===== src/rtl/traffic_pkg.sv =====
// traffic_pkg: state encoding, frame geometry, error-flag indices and CRC32 helpers
// shared by the H2C frame checker and its CRC engine.
package traffic_pkg;

  typedef enum logic [2:0] {
    IDLE    = 3'd0,
    HDR     = 3'd1,
    PAYLOAD = 3'd2,
    FCS     = 3'd3,
    DROP    = 3'd4
  } state_e;

  localparam logic [15:0] HDR_LEN  = 16'd14;
  localparam logic [2:0]  FCS_LEN  = 3'd4;
  localparam logic [1:0]  FCS_LAST = 2'(FCS_LEN - 3'd1);

  localparam int unsigned ERR_DST = 32'd0;
  localparam int unsigned ERR_LEN = 32'd1;
  localparam int unsigned ERR_PAT = 32'd2;
  localparam int unsigned ERR_FCS = 32'd3;

  localparam logic [31:0] CRC_POLY = 32'h04C1_1DB7;
  localparam logic [31:0] CRC_INIT = 32'hFFFF_FFFF;

  function automatic logic [31:0] reflect32(input logic [31:0] v);
    logic [31:0] r;
    for (int i = 0; i < 32; i++) begin
      r[i] = v[31-i];
    end
    return r;
  endfunction

  // LSB-first (reflected) update of the running CRC with one byte
  function automatic logic [31:0] crc32_byte(input logic [31:0] c, input logic [7:0] d);
    logic [31:0] r;
    r = c ^ {24'd0, d};
    for (int i = 0; i < 8; i++) begin
      r = r[0] ? ((r >> 5'd1) ^ reflect32(CRC_POLY)) : (r >> 5'd1);
    end
    return r;
  endfunction

  function automatic logic [31:0] sat_inc32(input logic [31:0] v);
    return (v == 32'hFFFF_FFFF) ? v : v + 32'd1;
  endfunction

  // Byte idx (0 = most significant) of a 48-bit MAC address
  function automatic logic [7:0] mac_byte(input logic [47:0] mac, input logic [2:0] idx);
    logic [47:0] sh;
    logic [5:0]  amt;
    amt = {3'(3'd5 - idx), 3'b000};
    sh  = mac >> amt;
    return sh[7:0];
  endfunction

endpackage


===== src/rtl/traffic_crc32.sv =====
// traffic_crc32: byte-serial IEEE 802.3 CRC32 accumulator; crc holds the running
// (pre-inversion) value, srst restarts from the init value and may fold in the same byte.
module traffic_crc32
  import traffic_pkg::*;
(
  input  logic        user_clk,
  input  logic        user_resetn,
  input  logic        srst,
  input  logic        en,
  input  logic [7:0]  data,
  output logic [31:0] crc
);

  logic [31:0] crc_r;
  logic [31:0] base_s;

  assign base_s = srst ? CRC_INIT : crc_r;

  // CRC accumulator register
  always_ff @(posedge user_clk or negedge user_resetn) begin
    if (!user_resetn) begin
      crc_r <= CRC_INIT;
    end else if (en) begin
      crc_r <= crc32_byte(base_s, data);
    end else if (srst) begin
      crc_r <= CRC_INIT;
    end else begin
      crc_r <= crc_r;
    end
  end

  assign crc = crc_r;

endmodule


===== config.mk =====
export PLATFORM = sky130hd
export DESIGN_NAME = traffic_crc32
export DESIGN_NICKNAME = d
export VERILOG_FILES = /design/src/rtl/traffic_pkg.sv /design/src/rtl/traffic_crc32.sv
export SDC_FILE = /design/constraint.sdc
export NUM_CORES = 1
export LEC_CHECK = 0
export ABC_AREA = 1
export ABC_CLOCK_PERIOD_IN_PS = 3000
export CAP_MARGIN = 20
export CORE_UTILIZATION = 60
export CTS_CLUSTER_DIAMETER = 100
export DETAILED_ROUTE_END_ITERATION = 10
export DONT_BUFFER_PORTS = 1
export PLACE_DENSITY = 0.73
export SYNTH_ARGS = -nofsm -noshare
export SYNTH_HDL_FRONTEND = slang
export SYNTH_SLANG_ARGS = --single-unit

===== constraint.sdc =====
create_clock -name user_clk -period 3 [get_ports user_clk]
set_input_delay 0.3 -clock user_clk [delete_from_list [all_inputs] [get_ports user_clk]]
set_output_delay 0.3 -clock user_clk [all_outputs]
set_load 0.03 [all_outputs]

==> flow_summary_export.csv, run 1 <==
group,metric,value,unit
status,status,"finished clean",
global_routing,grt_pass1_wl,9.79,mm
clock_tree,ctsRootBufferMaster,"sky130_fd_sc_hd__clkbuf_8",
layout,antenna_cells,0,
logic_synthesis,post-synth-top-count-cell,"sky130_fd_sc_hd__nand2_1",
layout,layout.filler_cells,372,
clock_tree,tritoncts,"done",
worst_setup_path,r2r_cells,12,
drt,postRouteAntennaNets,0,
worst_setup_path,cp_data_required_time,3.21,ns
worst_setup_path,r2r-start,"crc[0]",
global_routing,grt.overflow.total,0,
worst_setup_path,setup.worst_path.class,"register to register",
logic_synthesis,yosysSeqAreaShare,32.5,%
timing,max_slew_margin,53.3,%
global_routing,total_global_route_track_usage,29.4,%
clock_tree,clk_pin_slew_worst_paths,0.07,ns
pwr,p_per_area,728,mW/mm^2
logic_synthesis,syn_nets,393,
job,maxCapViolations,0,
worst_setup_path,worst_setup_path_end_kind,"register",
timing,max_slew.worst_pin.slew,0.700,ns
die,die_h,67.7,um
clock_tree,worstSkewPairLatency,0.29,ns
timing,hold_viol_final,0,
hold_path,worstHoldPathType,"primary input to async pin",
timing,fin_tns_setup,0,ns
timing,post-route-period-util,66.1,%
drt,totalWireLength,6.28,mm
drt,route.detailed.drc,0,
die,die_area,0.00458,sq mm
logic_synthesis,synth_cell_type_count,27,
clock_tree,clock_sinks,32,
drt,drt_iter0_markers,128,
worst_setup_path,r2r_setup_slack,1.02,ns
die,fp.coreArea,0.00409,sq mm
timing,fmaxAchievable,504,MHz
global_routing,grt_start_max_net_pins,46,
die,std_cell_rows,23,
layout,largest_reg_flops,32,
clock_tree,cts_made_buffers,5,
die,ioPinCount,44,
logic_synthesis,netlist.area_leader.share,32.5,%
clock_tree,clockBufferDepth,2,
logic_synthesis,syn_avg_cell_area,6.80,sq um
timing,setup_viol,0,
worst_setup_path,r2r_end,"crc[26]",
logic_synthesis,yosys-top-cells-area,"sky130_fd_sc_hd__dfstp_2 (32%), sky130_fd_sc_hd__nand2_1 (21%), sky130_fd_sc_hd__xor2_1 (9.5%)",
logic_synthesis,asyncSetResetFlopFracSynth,100,%
worst_setup_path,critPathMaxFanout,9,
logic_synthesis,count_of_warnings_emitted_by_yosys,0,
logic_synthesis,number_of_enable_type_register_cells_in_the_synthesized_netlist,0,
drt,vias_per_cell,5.34,
logic_synthesis,synth_top_flop_cell,"sky130_fd_sc_hd__dfstp_2",
drt,via_count,2286,
timing,worst_clock_skew,0.0103,ns
placed_design,gp_congestion,0.940,
timing,hold_slack,0.0481,ns
layout,post_route_cells_drive_above_1_share,18.3,%
worst_setup_path,setup.worst_path.start_class,"register",
timing,final-max-slew-violation-count,0,
logic_synthesis,synth_cells,381,
logic_synthesis,synth_area_leader,"sky130_fd_sc_hd__dfstp_2",
layout,area_growth_syn_to_layout,4.30,%
die,die_width,67.7,um
layout,final_nets,390,
logic_synthesis,mappedNetlistArea,0.00259,sq mm
global_routing,antenna_found_initial,0,
timing,grt_setup_unrepaired,"false",
worst_setup_path,worst_ep_arrival_time,2.19,ns
drt,wl_per_cell,14.7,um
logic_synthesis,synth_top_cells_by_count,"sky130_fd_sc_hd__nand2_1 (144), sky130_fd_sc_hd__nor2_1 (34), sky130_fd_sc_hd__inv_1 (33), sky130_fd_sc_hd__dfstp_2 (32), sky130_fd_sc_hd__o21ai_0 (29)",
die,start_util,63.4,%
placed_design,dpl.hpwl,4.44,mm
logic_synthesis,ys_ff_latch,32,
drt,drt_first_pass_iters,5,
pwr,vdd.ir_drop.worst,375,uV
timing,post-route-min-period,1.98,ns
pwr,standby_leakage_power,1.38,nW
clock_tree,htreeDepth,2,
global_routing,via_count_of_the_first_global_routing_pass,2061,
placed_design,buffer_ports.inserted,0,
-- cells in the final DEF, fill, tap and decap left out, drive strengths merged --
cell type and instances:
nand2 163, o21ai 39, nor2 38, inv 34, dfstp 32, xor2 29
nand3 21, xnor2 8, clkbuf 7, a21oi 2, o211ai 1, nand4 1
nor3 1, o22ai 1, buf 1
-- worst max-delay path: stages (launching register included) --
cell and delay, ns:
sky130_fd_sc_hd__dfstp_2 0.64, sky130_fd_sc_hd__inv_1 0.06, sky130_fd_sc_hd__nand2_1 0.07, sky130_fd_sc_hd__nand2_1 0.09, sky130_fd_sc_hd__nand2_4 0.14, sky130_fd_sc_hd__nand2_1 0.07, sky130_fd_sc_hd__nand2_1 0.21, sky130_fd_sc_hd__nand2_1 0.14
sky130_fd_sc_hd__nand2_2 0.13, sky130_fd_sc_hd__inv_1 0.09, sky130_fd_sc_hd__nand2_1 0.07, sky130_fd_sc_hd__nand3_1 0.09, sky130_fd_sc_hd__o21ai_1 0.10
-- worst max-delay path by stage --
| stage | cells after the start | end | from |
|---|---|---|---|
| after CTS | 12 | crc[26] | crc[0] |
| after floorplan | 12 | crc[26] | crc[1] |
| after detailed placement | 12 | crc[26] | crc[0] |
| final | 12 | crc[26] | crc[0] |
| after global routing | 12 | crc[26] | crc[0] |
| after global placement | 12 | crc[26] | crc[0] |
-- cells by family after synthesis --
logic type             count (synthesis)  synth area share (%)
AND/OR/NAND/NOR                      224                  37.2
buffers and inverters                 45                  7.63
AO/OA/AOI/OAI                         43                  8.89
XOR/XNOR                              37                  13.8
flip-flops                            32                  32.5
-- layer usage --
metal,vias up,wire length [um],global-route usage [%]
met5,-,0,0
met4,0,60,7.98
met3,7,506,7.77
met2,90,2750,45.2
met1,1013,2960,40.1
li1,1176,-,-
-- power breakdown --
| part | switching (W) | total, W | leakage, nW | internal [W] |
|---|---|---|---|---|
| sequential | 0.000290 | 0.000908 | 0.337 | 0.000617 |
| combinational | 0.000448 | 0.000696 | 0.992 | 0.000248 |
| clock | 0.000158 | 0.000363 | 0.0503 | 0.000204 |
| total | 0.000897 | 0.00197 | 1.38 | 0.00107 |
-- through the flow --
step | utilization [%] | cell area, sq um | power, W | setup slack, ns | instances
after floorplan | - | 2590 | 0.00146 | 1.41 | 381
after global placement | 63.3 | 2580 | 0.00158 | 1.06 | 420
after detailed placement | 63.3 | 2580 | 0.00159 | 1.07 | 420
after CTS | 66.1 | 2700 | 0.00197 | 1.05 | 428
after global routing | 66.1 | 2700 | 0.00210 | 0.889 | 428
final | 66.1 | 2700 | 0.00197 | 1.02 | 428
-- repair_timing --
| item | in CTS | in global routing |
|---|---|---|
| gates resized for setup | 0 | 0 |
| buffers inserted | 0 | 0 |
| setup endpoints to repair | 0 | 0 |
| hold endpoints to repair | 32 | 0 |
| hold buffers | 1 | 0 |
-- cell type report --
class / count / area, sq um / area share [%]
Multi-Input combinational cell: 304 / 1550 / 57.4
Sequential cell: 32 / 841 / 31.1
Inverter: 34 / 130 / 4.82
Clock buffer: 7 / 96.3 / 3.57
Tap cell: 50 / 62.6 / 2.32
Timing Repair Buffer: 1 / 20.0 / 0.741
Note: power is estimated with default switching activity, not from simulation.
==> run 2, diff against run 1 <==
ABC_CLOCK_PERIOD_IN_PS = 2100   (was 3000)
clock period = 2.1 ns   (was 3 ns; I/O delays follow)
==> flow_summary_export.csv, run 2 (same netlist as run 1, synthesis figures left out) <==
group,metric,value,unit
worst_setup_path,crit_chain,"inv_1 > nand2_1 > nand2_1 > nand2_2 > nand2_1 > nand2_2 > nand2_1 > nand2_2 > inv_1 > nand2_1 > nand3_1 > o21ai_1",
hold_path,timing.hold.worst.start,"en",
worst_setup_path,r2r_end,"crc[26]",
pwr,standby_leakage_power,1.39,nW
drt,drt_first_pass_iters,4,
worst_setup_path,setup.worst_path.start_class,"register",
die,die_area,0.00458,sq mm
timing,fin_tns_setup,0,ns
layout,area_growth_syn_to_layout,5.12,%
layout,multi_input_comb_area,0.00155,sq mm
clock_tree,postCtsSetupRepairBufs,0,
die,die_width,67.7,um
clock_tree,clockBufferDepth,2,
drt,postRouteAntennaNets,0,
layout,utilization,66.6,%
layout,post-route-cell-area,0.00272,sq mm
clock_tree,worstSkewPairLatency,0.29,ns
layout,layoutNonFillerInstCount,432,
worst_setup_path,worst_setup_path_end_kind,"register",
clock_tree,clock_sinks,32,
layout,mostFrequentLayoutCell,"sky130_fd_sc_hd__nand2_1",
clock_tree,htreeDepth,2,
drt,via_count,2324,
worst_setup_path,r2r-start,"crc[0]",
placed_design,post_placement_cell_count,421,
timing,max_slew.worst_pin.slew,0.572,ns
layout,layout.filler_cells,374,
timing,post-route-period-util,90.6,%
timing,setup_viol,0,
timing,max_slew_margin,61.7,%
pwr,vdd.ir_drop.worst,587,uV
layout,largest_reg_flops,32,
timing,grt_setup_unrepaired,"false",
worst_setup_path,crit_buf_inv,2,
timing,final_critical_path_setup_slack,0.198,ns
worst_setup_path,critPathTopFamily,"simple AND/OR/NAND/NOR gates",
layout,sequential_cell_area,841,sq um
die,ioPinCount,44,
worst_setup_path,worst_ep_arrival_time,2.12,ns
worst_setup_path,r2r_cells,12,
layout,post_route_cells_drive_above_1_share,18.3,%
clock_tree,ctsRootBufferMaster,"sky130_fd_sc_hd__clkbuf_8",
worst_setup_path,cpPeakStageDelay,0.64,ns
global_routing,grt.overflow.total,0,
die,fp.coreArea,0.00409,sq mm
drt,totalWireLength,6.49,mm
clock_tree,tritoncts,"done",
timing,fmaxAchievable,526,MHz
drt,vias_per_cell,5.38,
timing,final-max-slew-violation-count,0,
layout,most-common-layout-cells,"sky130_fd_sc_hd__nand2_1 (143), sky130_fd_sc_hd__nor2_1 (34), sky130_fd_sc_hd__inv_1 (33), sky130_fd_sc_hd__dfstp_2 (32), sky130_fd_sc_hd__o21ai_0 (29)",
worst_setup_path,cp_data_required_time,2.32,ns
die,die_h,67.7,um
placed_design,buffer_ports.inserted,0,
pwr,p_per_area,1020,mW/mm^2
layout,final_nets,394,
worst_setup_path,r2r_setup_slack,0.20,ns
die,start_util,63.4,%
timing,post-route-min-period,1.90,ns
placed_design,dpl_worst_slack,0.180,ns
worst_setup_path,setup.worst_path.class,"register to register",
global_routing,grt_start_max_net_pins,46,
hold_path,whs_endpoint,"crc[30]",
timing,hold_viol_final,0,
hold_path,worstHoldPathCells,1,
job,maxCapViolations,0,
worst_setup_path,critPathMaxFanout,7,
status,status,"finished clean",
die,std_cell_rows,23,
placed_design,gp_congestion,0.877,
hold_path,worstHoldPathType,"primary input to register",
placed_design,post_dp_cell_area,0.00259,sq mm
layout,antenna_cells,0,
global_routing,grt_pass1_wl,10.4,mm
clock_tree,cts_made_buffers,5,
timing,worst_clock_skew,0.00321,ns
worst_setup_path,timing.critical_path.slowest_stage_cell,"sky130_fd_sc_hd__dfstp_2",
worst_setup_path,crit_top_cell,"sky130_fd_sc_hd__nand2_1",
global_routing,antenna_found_initial,0,
drt,wl_per_cell,15.0,um
drt,route.detailed.drc,0,
placed_design,dpl.hpwl,4.56,mm
clock_tree,clk_pin_slew_worst_paths,0.06,ns
global_routing,total_global_route_track_usage,31.6,%
global_routing,via_count_of_the_first_global_routing_pass,2084,
drt,drt_iter0_markers,148,
## run 2: stage by stage
stage | hold slack (ns) | total power (W)
3_5_place_dp | 0.0639 | 0.00228
2_1_floorplan | 0.0622 | 0.00209
6_report | 0.00992 | 0.00277
4_1_cts | 0.000835 | 0.00277
5_1_grt | 0.000874 | 0.00295
3_3_place_gp | 0.0634 | 0.00226
## run 2: where the power goes
part	switching, W	total, W	internal, W
clock network	0.000227	0.000452	0.000225
registers	0.000417	0.00130	0.000882
logic	0.000656	0.00102	0.000360
total	0.00130	0.00277	0.00147
## run 2: worst register-to-register path: cells and delay by family, from the launching register on
family                 cells  cell delay [ns]
AOI/OAI and AO/OA          1             0.09
DFF                        1             0.64
and+or+nand+nor            9             0.95
buffers and inverters      2             0.15
## run 2: final cells by class
cell class | count | share of cell area (%)
clock inverters | 1 | 0.184
flip-flops and latches | 32 | 30.9
inverters | 34 | 4.78
multi-input cells | 304 | 57.1
clock buffers | 6 | 2.67
well taps | 50 | 2.30
repair buffers | 5 | 2.11
## run 2: worst max path at each step
stage | startpoint | to | slack, ns | cells past startpoint
2_1_floorplan | crc[1] | crc[26] | 0.51 | 12
3_3_place_gp | crc[0] | crc[29] | 0.19 | 9
3_5_place_dp | crc[0] | crc[26] | 0.18 | 12
4_1_cts | crc[0] | crc[26] | 0.15 | 12
5_1_grt | crc[0] | crc[26] | 0.02 | 12
6_report | crc[0] | crc[26] | 0.20 | 12
## run 2: timing repair
action,4_1_cts,5_1_grt
endpoints found under the setup margin,0,1
hold endpoints to repair,44,0
hold buffers,4,0
resized for setup,0,1
## run 2: metal layers
layer | track usage [%] | part of all wire [%] | wire, um
met1 | 43.5 | 48 | 3110
met5 | 0 | 0 | 0
met3 | 6.93 | 6.9 | 445
met4 | 10.6 | 1.4 | 94
met2 | 48.4 | 44 | 2840
